**config.mk**
```make
export PLATFORM = sky130hd
export DESIGN_NAME = aes_ctr_ctrl
export DESIGN_NICKNAME = d
export VERILOG_FILES = /design/src/rtl/aes_ctr_ctrl.sv
export SDC_FILE = /design/constraint.sdc
export NUM_CORES = 1
export LEC_CHECK = 0
export CAP_MARGIN = 20
export CORE_AREA = 10 10 242 244
export DETAILED_ROUTE_END_ITERATION = 7
export DIE_AREA = 0 0 252 254
export PLACE_DENSITY = 0.59
export SLEW_MARGIN = 10
export SYNTH_ARGS = -nofsm -noshare
export SYNTH_HDL_FRONTEND = slang
export SYNTH_SLANG_ARGS = --single-unit
```
**constraint.sdc**
```tcl
create_clock -name clk -period 1.7 [get_ports clk]
set_clock_uncertainty 0.1 [all_clocks]
set_input_delay 0.34 -clock clk [delete_from_list [all_inputs] [get_ports clk]]
set_output_delay 0.34 -clock clk [all_outputs]
set_load 0.03 [all_outputs]
```
**src/rtl/aes_ctr_ctrl.sv**
```systemverilog
// aes_ctr_ctrl: CTR-mode controller around an AES core; builds counter blocks,
// launches one encryption per data block and XORs the keystream into the data.
module aes_ctr_ctrl #(
    parameter int CTR_W       = 32,
    parameter int TIMEOUT_CYC = 1023
) (
    input  logic         clk,
    input  logic         rst,
    input  logic [127:0] iv_i,
    input  logic         iv_load_i,
    input  logic [127:0] data_i,
    input  logic         data_valid_i,
    output logic         data_ready_o,
    output logic [127:0] ctr_block_o,
    output logic         core_start_o,
    input  logic [127:0] keystream_i,
    input  logic         keystream_valid_i,
    output logic [127:0] data_o,
    output logic         data_valid_o,
    input  logic         data_ready_i,
    output logic         wrap_o,
    output logic         err_o
);
    localparam logic [2:0] IDLE   = 3'd0;
    localparam logic [2:0] READY  = 3'd1;
    localparam logic [2:0] LAUNCH = 3'd2;
    localparam logic [2:0] WAIT   = 3'd3;
    localparam logic [2:0] OUT    = 3'd4;
    localparam logic [2:0] LOCKED = 3'd5;
    localparam int WD_W = $clog2(TIMEOUT_CYC + 1);

    logic [2:0]       state;
    logic [127:0]     data_buf;
    logic [WD_W-1:0]  wdog;
    logic [CTR_W-1:0] ctr_next;
    logic             ctr_full;
    logic             load;

    assign load         = iv_load_i && (state == IDLE || state == READY || state == LOCKED);
    assign ctr_next     = ctr_block_o[CTR_W-1:0] + CTR_W'(1);
    assign ctr_full     = &ctr_block_o[CTR_W-1:0];
    assign data_ready_o = state == READY;
    assign core_start_o = state == LAUNCH;
    assign data_valid_o = state == OUT;

    always_ff @(posedge clk or negedge rst) begin
        if (!rst) begin
            state       <= IDLE;
            ctr_block_o <= '0;
            data_buf    <= '0;
            data_o      <= '0;
            wdog        <= '0;
            wrap_o      <= 1'b0;
            err_o       <= 1'b0;
        end else if (load) begin
            // an IV load outranks a simultaneous data_valid_i in READY
            ctr_block_o <= iv_i;
            wrap_o      <= 1'b0;
            err_o       <= 1'b0;
            state       <= READY;
        end else begin
            case (state)
                READY: if (data_valid_i) begin
                    data_buf <= data_i;
                    state    <= LAUNCH;
                end
                LAUNCH: begin
                    wdog  <= '0;
                    state <= WAIT;
                end
                WAIT: if (keystream_valid_i) begin
                    data_o <= data_buf ^ keystream_i;
                    state  <= OUT;
                end else if (wdog == WD_W'(TIMEOUT_CYC - 1)) begin
                    err_o <= 1'b1;
                    state <= LOCKED;
                end else begin
                    wdog <= wdog + WD_W'(1);
                end
                OUT: if (data_ready_i) begin
                    // counter field wraps without carrying into the nonce
                    ctr_block_o <= {ctr_block_o[127:CTR_W], ctr_next};
                    wrap_o      <= ctr_full;
                    state       <= ctr_full ? LOCKED : READY;
                end
                IDLE, LOCKED: ;
                default: state <= IDLE;
            endcase
        end
    end
endmodule
```
# Yosys cells after proc, flatten, opt, wreduce, memory -nomap -nowiden
# Cells that the tools add are included.
[totals] output_inout_bits=261 n_memories=0 mem_bits_ro=0 reg_bits=399 latch_bits=0 ramBits=0
[op_classes] multipliers=0 n_mux=20 n_shift=0 n_reduce_logical=17 div=0 bitwise_logic=2 n_addsub=2 magnitude_cmp=0 eq_ne=13
[ops] operator="$mux 128" n=1
[ops] operator="$xor 128x128->128" n=1
[ops] operator="$mux 32" n=2
[ops] operator="$add 32x1->32 const B" n=1
[ops] operator="$reduce_and 32->1" n=1
[ops] operator="$mux 10" n=2
[ops] operator="$pmux 10 s2" n=1
[ops] operator="$mux 3" n=6
[ops] operator="$pmux 3 s5" n=1
[ops] operator="$add 10x1->10 const B" n=1
[ops] operator="$eq 10x10->1 const B" n=1
[ops] operator="$reduce_bool 2->1" n=5
[ops] operator="$reduce_and 3->1" n=3
[ops] operator="$reduce_and 4->1" n=2
[ops] operator="$mux 1" n=7
[ops] operator="$eq 3x2->1 const B" n=2
[ops] operator="$eq 3x3->1 const B" n=2
[ops] operator="$ne 2x2->1 const B" n=3
[ops] operator="$ne 4x4->1 const B" n=1
[ops] operator="$eq 3x1->1 const B" n=1
[ops] operator="$logic_not 3->1" n=1
[ops] operator="$ne 3x1->1 const B" n=1
[ops] operator="$ne 3x2->1 const B" n=1
[ops] operator="$logic_or 1x1->1" n=2
[ops] operator="other kinds (5)" n=5

# Logic depth before layout (Yosys ltp)
# Gate-level depths: netlist of run 1.
[logic_depth] depth_word=6 ltp_mapped=9

# Worst setup path after synthesis of run 1
# Ideal clock, no wire load.
[synth_timing] path_type="flip-flop to flip-flop" start="register state[1]" end="register data_buf[107]" arrival_ps=2086 period_less_slack_ps=2314 path_stages_with_launch=7 setup_slack_ps=-614 setup_ps=128 path_buffers=3 path_cell_list="dfrtp_1 -> buf_2 -> nor3_1 -> nand2_1 -> buf_2 -> buf_2 -> mux2_1"
[synth_via] elab_chain_len=6
[synth_lines] element="from (decl)" line="32" rtl="logic [2:0] state;"
[synth_lines] element="from (signal assigned)" line="84" rtl="state <= ctr_full ? LOCKED : READY;"
[synth_lines] element="$eq 3x1->1 *"
[synth_lines] element="via data_ready_o" line="13" rtl="output logic data_ready_o,"
[synth_lines] element="$logic_or 1x1->1 (2 in a row)" line="39" rtl="assign load = iv_load_i && (state == IDLE || state == READY || state == LOCKED);"
[synth_lines] element="$logic_and 1x1->1" line="39"
[synth_lines] element="$not 1->1 (no line)"
[synth_lines] element="$reduce_and 3->1 (no line) *"
[synth_lines] element="to (signal assigned)" line="64" rtl="data_buf <= data_i;"
[synth_lines] element="to (decl)" line="33" rtl="logic [127:0] data_buf;"
# The timed path passes the listed nets; every way through them passes the cells marked *.
# A chain may end at the register's enable or synchronous reset.

# Final worst setup path of run 1
[layout_timing] start="register state[0]" end="register ctr_block_o[24]"
[layout_via] elab_chain_len=6
[layout_lines] element="$eq 3x1->1 or $logic_not 3->1 (tied branches)" line="39"
[layout_lines] element="$logic_or 1x1->1 (2 in a row)" line="39"
[layout_lines] element="$logic_and 1x1->1" line="39"
[layout_lines] element="$reduce_bool 2->1 (no line)"
[layout_lines] element="$reduce_and 2->1 (no line)"
[layout_lines] element="to (signal assigned)" line="57" rtl="ctr_block_o <= iv_i;"
[layout_lines] element="to (signal assigned)" line="82" rtl="ctr_block_o <= {ctr_block_o[127:CTR_W], ctr_next};"
[layout_lines] element="to (decl)" line="14" rtl="output logic [127:0] ctr_block_o,"
# Several ways; a longest one is shown, not always the timed one. The select of a mux whose other input is x is not followed.

==> results.txt, run 1 <==
----------------------------------------------------
[Run status]
  Run status ... complete, but fails checks
  Violated checks ... negative setup slack

[Clocking]
  Worst-case clock buffer depth ... 3
  Number of buffers inserted during clock tree synthesis ... 46
  Clock root buffer ... sky130_fd_sc_hd__clkbuf_16
  TritonCTS Sinks ... about 400
  CTS tree ... yes
  Clock transition at path regs ... about 0.07 ns
  Worst-Skew Late Latency ... 0.57 ns
  H-tree lvl count ... 2

[STA]
  Min Tclk post-route ... between 2 and 2.5 ns
  Fin. Hold Viols ... 0
  Worst slew margin relative to its limit ... 0.6879
  Setup WS post-layout ... -0.3160 ns
  Fmax ... 496.0 MHz
  Max-slew violation count ... 0
  Final setup violation count ... 402
  Total negative slack for setup checks ... -61.52 ns
  RSZ-0062 raised after global routing ... true
  Worst slew pin tran ... around 0.46 ns
  Fin crit share ... 1.186

[Route]
  Remaining design rule violation count ... 0
  Routed via count divided by cell count ... 4.715
  Number of antenna-violating nets in the routed design ... 0
  Wire length reported by the detailed router ... around 70000 um
  Routed wirelength normalized by instance count ... roughly 22 um
  Vias after detailed routing ... 14870
  DRT Pass-1 Iters ... 6
  1st-iter DRT viols ... ~920

[Logic synthesis]
  Fraction of the mapped netlist area in simple logic gates ... 0.1515
  Number of instances in the synthesized netlist ... ~1600
  Adder-Cell Fraction of Synth Area ... 0.002232
  Combinational family with the most area after synthesis ... simple AND/OR/NAND/NOR gates
  Count of flip-flops with a built-in enable after synthesis ... 0
  Fraction of the mapped netlist area in compound gates ... 0.06340
  Syn Nets ... a little under 2000
  Post-Syn Area per Cell ... roughly 11 um^2
  Async S/R FF share, synth ... 1.000
  Count of unique library cells instantiated by Yosys ... 60
  Sequential fraction of the synthesis area ... 0.5938
  Area share of xor/xnor cells in the synthesized design ... 0.07762
  Post-synthesis sequential element count ... roughly 400
  Most used DFF post-synth ... sky130_fd_sc_hd__dfrtp_1
  Number of warnings printed during yosys synthesis ... 0
  Post-synthesis mux area share ... 0.08751
  Area of the mapped netlist ... 16810 um^2

[Pwr]
  IR Drop Worst-Case VDD ... between 1000 and 1500 uV
  Total power per unit cell area ... between 1500 and 2000 nW/um^2
  Leakage power summed over all cells ... between 0.01 and 0.015 uW
  Power consumption ... ~55000 uW

[Placed design]
  Estimated wirelength of the detail-placed design ... around 52000 um
  # placed instances ... ~3000
  # port buffers ... between 600 and 700
  Pre-CTS setup slack ... -0.4321 ns
  GPL Wtd Cong ... around 0.9

[Floorplan]
  Row cnt ... between 80 and 90
  Die area ... 64010 um^2
  Effective utilization at floorplan ... 0.3137
  I/O pins ... between 600 and 700
  Die width ... about 250 um
  Core region area ... around 54000 um^2
  Die span in y ... 254 um

[Worst setup path]
  Sort of element at the end of the critical path ... flop
  Ordered list of cells on the worst path ... buf_6, buf_6, and2b_2, nor3b_4, buf_6, buf_12, buf_12, buf_12, nor2_4, a21oi_2
  Worst setup SP type ... flop
  Arrival time at the worst endpoint ... around 2.4 ns
  Slowest cell on crit path ... sky130_fd_sc_hd__dfrtp_1
  CP delay by family, top ... buffers and inverters
  Delay contributed by the slowest stage of the critical path ... approximately 0.36 ns
  Startpoint of the worst register-to-register path ... state[0]$_DFFE_PN0P_
  Worst setup startpoint ... state[0]$_DFFE_PN0P_
  Peak fanout along the critical path ... 6
  Worst Path Class, Setup ... reg2reg
  Number of buffer and inverter stages on the critical path ... 6
  Required time at the endpoint of the critical path ... around 2.1 ns

[GRT]
  Maximum number of pins on one net before global-route repair ... 76
  Total track usage ... 0.2075
  Initial antenna violation count ... 24
  First-pass GRT wire length ... a little over 100000 um
  Via count of the first global-routing pass ... between 15000 and 20000
  Grt ovf ... 0

[Cells and area]
  Core occupancy in the finished layout ... 0.5321
  Most frequent cells in the layout ... sky130_fd_sc_hd__nand2_1, sky130_fd_sc_hd__clkdlybuf4s50_1, sky130_fd_sc_hd__dfrtp_1, sky130_fd_sc_hd__buf_2, sky130_fd_sc_hd__buf_4
  Post-layout instance count excluding filler cells ... roughly 3200
  Share of cells above drive strength 1 ... 0.3339
  NumNets Final ... about 2800
  Most common library cell in the layout ignoring fill and taps ... sky130_fd_sc_hd__nand2_1
  Post-synthesis to final-layout area growth ... 69.65%
  # fillers ... around 4700

[Min path]
  Path type of the worst min-delay path ... in2async

[Job]
  Maxcap violations ... 0

----------------------------------------------------
state kept, by name, indices dropped and copies added (netlist names):
name,flops
data_o,128
err_o,1
wdog,10
state,3
data_buf,128
wrap_o,1
ctr_block_o,128
where the power goes:
part	internal, uW	switching [uW]	total (uW)
combinational	12400	14900	27200
clock	6330	4090	10400
sequential	14100	3110	17200
total	32800	22100	54800
synth_stat cells, drive strengths merged (2+ instances only):
master	number	share of area
nand2	460	0.10
dfrtp	399	0.59
o21ai	146	0.043
xnor2	135	0.070
mux2	128	0.086
buf	59	0.018
nor2	32	0.0076
nand3	25	0.0080
clkbuf	20	0.0045
nand4	18	0.0080
a21oi	16	0.0048
xor2	14	0.0073
nor3	13	0.0039
and3	8	0.0030
nor4	8	0.0059
inv	7	0.0016
and2	5	0.0019
or3	5	0.0022
a22oi	4	0.0018
a31oi	4	0.0015
and4	4	0.0021
a211oi	3	0.0013
a311oi	3	0.0016
ha	3	0.0022
mux2i	3	0.0018
o22ai	3	0.0011
a22o	2	0.0010
a41o	2	0.0012
nand4b	2	0.0010
nor2b	2	0.00074
nor3b	2	0.0015
o21a	2	0.00089
or2	2	0.00074
cells by family after synthesis:
| family | Yosys count |
|---|---|
| simple gates | 591 |
| flops | 399 |
| compound gates | 194 |
| xor+xnor | 149 |
| mux | 131 |
| buf+inv | 86 |
| fa+ha+maj | 3 |
what timing repair did:
action | in CTS | in global routing
pin swaps | 21 | 84
endpoints found under the hold margin | 268 | 0
hold buffers | 1 | 0
setup buffers | 38 | 21
endpoints found under the setup margin | 521 | 394
cloned | 19 | 7
gates resized for setup | 1216 | 146
worst reg2reg max path: stages, from the launching register on:
cell and delay, ns:
sky130_fd_sc_hd__dfrtp_1 0.36, sky130_fd_sc_hd__buf_6 0.11, sky130_fd_sc_hd__buf_6 0.10, sky130_fd_sc_hd__and2b_2 0.24, sky130_fd_sc_hd__nor3b_4 0.31, sky130_fd_sc_hd__buf_6 0.18, sky130_fd_sc_hd__buf_12 0.14, sky130_fd_sc_hd__buf_12 0.12
sky130_fd_sc_hd__buf_12 0.13, sky130_fd_sc_hd__nor2_4 0.04, sky130_fd_sc_hd__a21oi_2 0.12
metal layers:
layer	global-route usage	vias to the layer above	routed length, um
met5	0	-	189
met4	0.05210	30	1632
met3	0.09603	130	7539
met2	0.3572	582	34450
met1	0.2280	7219	26050
li1	-	6906	-
stage by stage:
step           hold WS [ns]  area, um^2
6_report             0.1118       28520
3_3_place_gp         0.1078       26030
5_1_grt              0.1044       28510
4_1_cts             0.08379       27770
2_1_floorplan      -0.05559       17440
3_5_place_dp         0.1082       26030
final timing paths:
check / cells after the start / slack, ns / to
max: 10 / -0.32 / ctr_block_o[24]$_DFFE_PN0P_
min: 2 / 0.11 / ctr_block_o[69]$_DFFE_PN0N_
max reg2reg: 10 / -0.32 / ctr_block_o[24]$_DFFE_PN0P_
min reg2reg: 2 / 0.36 / ctr_block_o[88]$_DFFE_PN0N_
max in group asynchronous: 4 / 0.67 / data_buf[101]$_DFFE_PN0P_
min in group clk: 3 / 0.20 / ctr_block_o[90]$_DFFE_PN0N_
area by class of cell:
class	instances	area, um^2	area share
well taps	696	870.8	0.03053
diodes	10	25.02	0.0008773
inverters	7	26.28	0.0009212
clock buffers	66	1358	0.04759
flip-flops and latches	399	10010	0.3510
multi-input cells	1070	7360	0.2580
clock inverters	19	241.5	0.008466
repair buffers	886	8631	0.3026
Power figures use the tool's default switching activity.
==> run 2, diff against run 1 <==
--- a/config.mk
+++ b/config.mk
@@ -9,7 +9,7 @@
 export CORE_AREA = 10 10 242 244
 export DETAILED_ROUTE_END_ITERATION = 7
 export DIE_AREA = 0 0 252 254
-export PLACE_DENSITY = 0.59
+export PLACE_DENSITY = 0.57
 export SLEW_MARGIN = 10
 export SYNTH_ARGS = -nofsm -noshare
 export SYNTH_HDL_FRONTEND = slang
==> constraint.sdc (replaced) <==
create_clock -name clk -period 2.5 [get_ports clk]
set_clock_uncertainty 0.1 [all_clocks]
set_input_delay 0.5 -clock clk [delete_from_list [all_inputs] [get_ports clk]]
set_output_delay 0.5 -clock clk [all_outputs]
set_load 0.03 [all_outputs]
==> results.txt, run 2 (synthesized netlist as in run 1, its figures left out) <==
----------------------------------------------------
[Floorplan]
  I/O pins ... 651 (unchanged)
  Effective utilization at floorplan ... 0.3137 (unchanged)
  Die width ... 252 um (unchanged)
  Core region area ... 53600 um^2 (unchanged)
  Die span in y ... 254 um (unchanged)
  Die area ... 64010 um^2 (unchanged)
  Row cnt ... 85 (unchanged)

[STA]
  RSZ-0062 raised after global routing ... false
  Min Tclk post-route ... about 2.4 ns
  Max-slew violation count ... 0 (unchanged)
  Total negative slack for setup checks ... 0 ns (+61.52 ns)
  Worst slew pin tran ... 0.5049 ns (+0.04031 ns)
  Final setup violation count ... 0 (-100%)
  Fmax ... just over 400 MHz
  Worst slew margin relative to its limit ... 0.6623 (-0.02554)
  Setup WS post-layout ... 0.07604 ns (+0.3921 ns)
  Fin. Hold Viols ... 0 (unchanged)
  Fin crit share ... 0.9696

[Worst setup path]
  Worst setup startpoint ... ctr_block_o[26]$_DFFE_PN0P_
  Worst Path Class, Setup ... reg2out
  Worst setup SP type ... flop
  Arrival time at the worst endpoint ... 1.82 ns (-0.59 ns)
  Slowest cell on crit path ... sky130_fd_sc_hd__clkdlybuf4s50_1
  Ordered list of cells on the worst path ... clkdlybuf4s50_1
  CP delay by family, top ... buffers and inverters
  Number of buffer and inverter stages on the critical path ... 1 (-5)
  Peak fanout along the critical path ... 6 (unchanged)
  Delay contributed by the slowest stage of the critical path ... 0.75 ns (+0.39 ns)
  Sort of element at the end of the critical path ... primary output
  Startpoint of the worst register-to-register path ... ctr_block_o[0]$_DFFE_PN0P_
  Required time at the endpoint of the critical path ... 1.90 ns (-0.19 ns)

[Cells and area]
  Most frequent cells in the layout ... sky130_fd_sc_hd__clkdlybuf4s50_1, sky130_fd_sc_hd__nand2_1, sky130_fd_sc_hd__dfrtp_1, sky130_fd_sc_hd__xnor2_1, sky130_fd_sc_hd__mux2_1
  Post-synthesis to final-layout area growth ... 54.97%
  Share of cells above drive strength 1 ... 0.07291 (-0.2610)
  Post-layout instance count excluding filler cells ... 2963 (-6.0%)
  Most common library cell in the layout ignoring fill and taps ... sky130_fd_sc_hd__clkdlybuf4s50_1
  NumNets Final ... 2620 (-6.5%)
  Core occupancy in the finished layout ... 0.4861 (-0.04603)
  Largest regs ... ctr_block_o (128), data_buf (128), data_o (128)

[Clocking]
  Worst-Skew Late Latency ... 0.56 ns (about the same)
  Number of buffers inserted during clock tree synthesis ... 47 (+2.2%)
  CTS tree ... yes
  H-tree lvl count ... 2 (unchanged)
  Clock transition at path regs ... 0.06 ns (about the same)
  Worst-case clock buffer depth ... 3 (unchanged)
  TritonCTS Sinks ... 399 (unchanged)
  Clock root buffer ... sky130_fd_sc_hd__clkbuf_16

[Min path]
  Path type of the worst min-delay path ... in2async

[Pwr]
  Net switching power ... 13610 uW (-38%)
  IR Drop Worst-Case VDD ... 704.7 uV (-36%)
  Total power per unit cell area ... 1304 nW/um^2 (-32%)
  Combinational power share ... 0.453 (-0.044)
  Power consumption ... 33980 uW (-38%)
  Reg power frac ... 0.344 (+0.031)
  Internal portion of total power ... 20370 uW (-38%)
  Clk pwr share ... 0.204 (+0.014)
  Leakage power summed over all cells ... 0.01129 uW (-16%)
  Net Sw Frac ... 0.4005 (-0.001954)

[Route]
  Number of antenna-violating nets in the routed design ... 0 (unchanged)
  Routed via count divided by cell count ... 4.626 (-1.9%)
  Vias after detailed routing ... 13710 (-7.8%)
  Wire length reported by the detailed router ... 62910 um (-9.9%)
  DRT Pass-1 Iters ... 5 (-1)
  1st-iter DRT viols ... 645 (-30%)
  Routed wirelength normalized by instance count ... 21.23 um (-4.2%)
  Remaining design rule violation count ... 0 (unchanged)

[Placed design]
  # placed instances ... 2873 (-3.5%)
  Estimated wirelength of the detail-placed design ... 49160 um (-4.9%)
  GPL Wtd Cong ... 0.8882 (-1.3%)
  Pre-CTS setup slack ... 0.04346 ns (+0.4756 ns)
  # port buffers ... 650 (unchanged)

[GRT]
  Initial antenna violation count ... 11 (-54%)
  First-pass GRT wire length ... 93350 um (-7.3%)
  Via count of the first global-routing pass ... 14390 (-7.3%)
  Total track usage ... 0.1912 (-0.01632)
  Grt ovf ... 0 (unchanged)
  Maximum number of pins on one net before global-route repair ... 73 (-3.9%)

[Run status]
  Run status ... completed

[Job]
  Maxcap violations ... 0 (unchanged)

----------------------------------------------------
==> run 2: area by class of cell <==
type	instances	area [um^2]
Inverter	7	26.28
Timing Repair Buffer	704	7148
Fill cell	4913	27550
Antenna cell	4	10.01
Tap cell	696	870.8
Clock inverter	21	215.2
Clock buffer	64	1340
Multi-Input combinational cell	1068	6461
Sequential cell	399	9985
==> run 2: final timing paths <==
| kind | cells after the start | endpoint | slack, ns |
|---|---|---|---|
| hold reg to reg | 2 | ctr_block_o[112]$_DFFE_PN0N_ | 0.37 |
| max in group asynchronous | 3 | ctr_block_o[2]$_DFFE_PN0P_ | 1.12 |
| setup reg to reg | 7 | ctr_block_o[16]$_DFFE_PN0P_ | 0.33 |
| min in group clk | 3 | ctr_block_o[57]$_DFFE_PN0N_ | 0.37 |
| hold / removal | 2 | ctr_block_o[3]$_DFFE_PN0P_ | 0.35 |
| setup / recovery | 1 | ctr_block_o[26] | 0.08 |
==> run 2: through the flow <==
step,cell area [um^2],hold slack [ns]
2_1_floorplan,16810,0.1044
3_3_place_gp,24460,0.3564
3_5_place_dp,24460,0.3609
4_1_cts,26030,0.3155
5_1_grt,26050,0.3255
6_report,26060,0.3523
==> run 2: power groups by stage <==
stage	combinational, uW	clock [uW]	sequential [uW]
6_report	15400	6920	11700
5_1_grt	16600	7430	12100
4_1_cts	15600	7140	11700
3_5_place_dp	15600	0	11800
3_3_place_gp	15400	0	11700
2_1_floorplan	4880	0	15200
==> run 2: repair_timing <==
item | CTS | global route
pin swaps | 0 | 0
hold endpoints to repair | 36 | 0
gates resized for setup | 2 | 9
endpoints found under the setup margin | 2 | 6
setup buffers | 0 | 0
hold buffers | 1 | 0
==> run 2: routing by layer <==
metal | up-vias | global-route usage | part of all wire
met5 | - | 0 | 0.0012
met4 | 14 | 0.04328 | 0.017
met3 | 77 | 0.08673 | 0.11
met2 | 509 | 0.3256 | 0.49
met1 | 6597 | 0.2158 | 0.39
li1 | 6511 | - | -
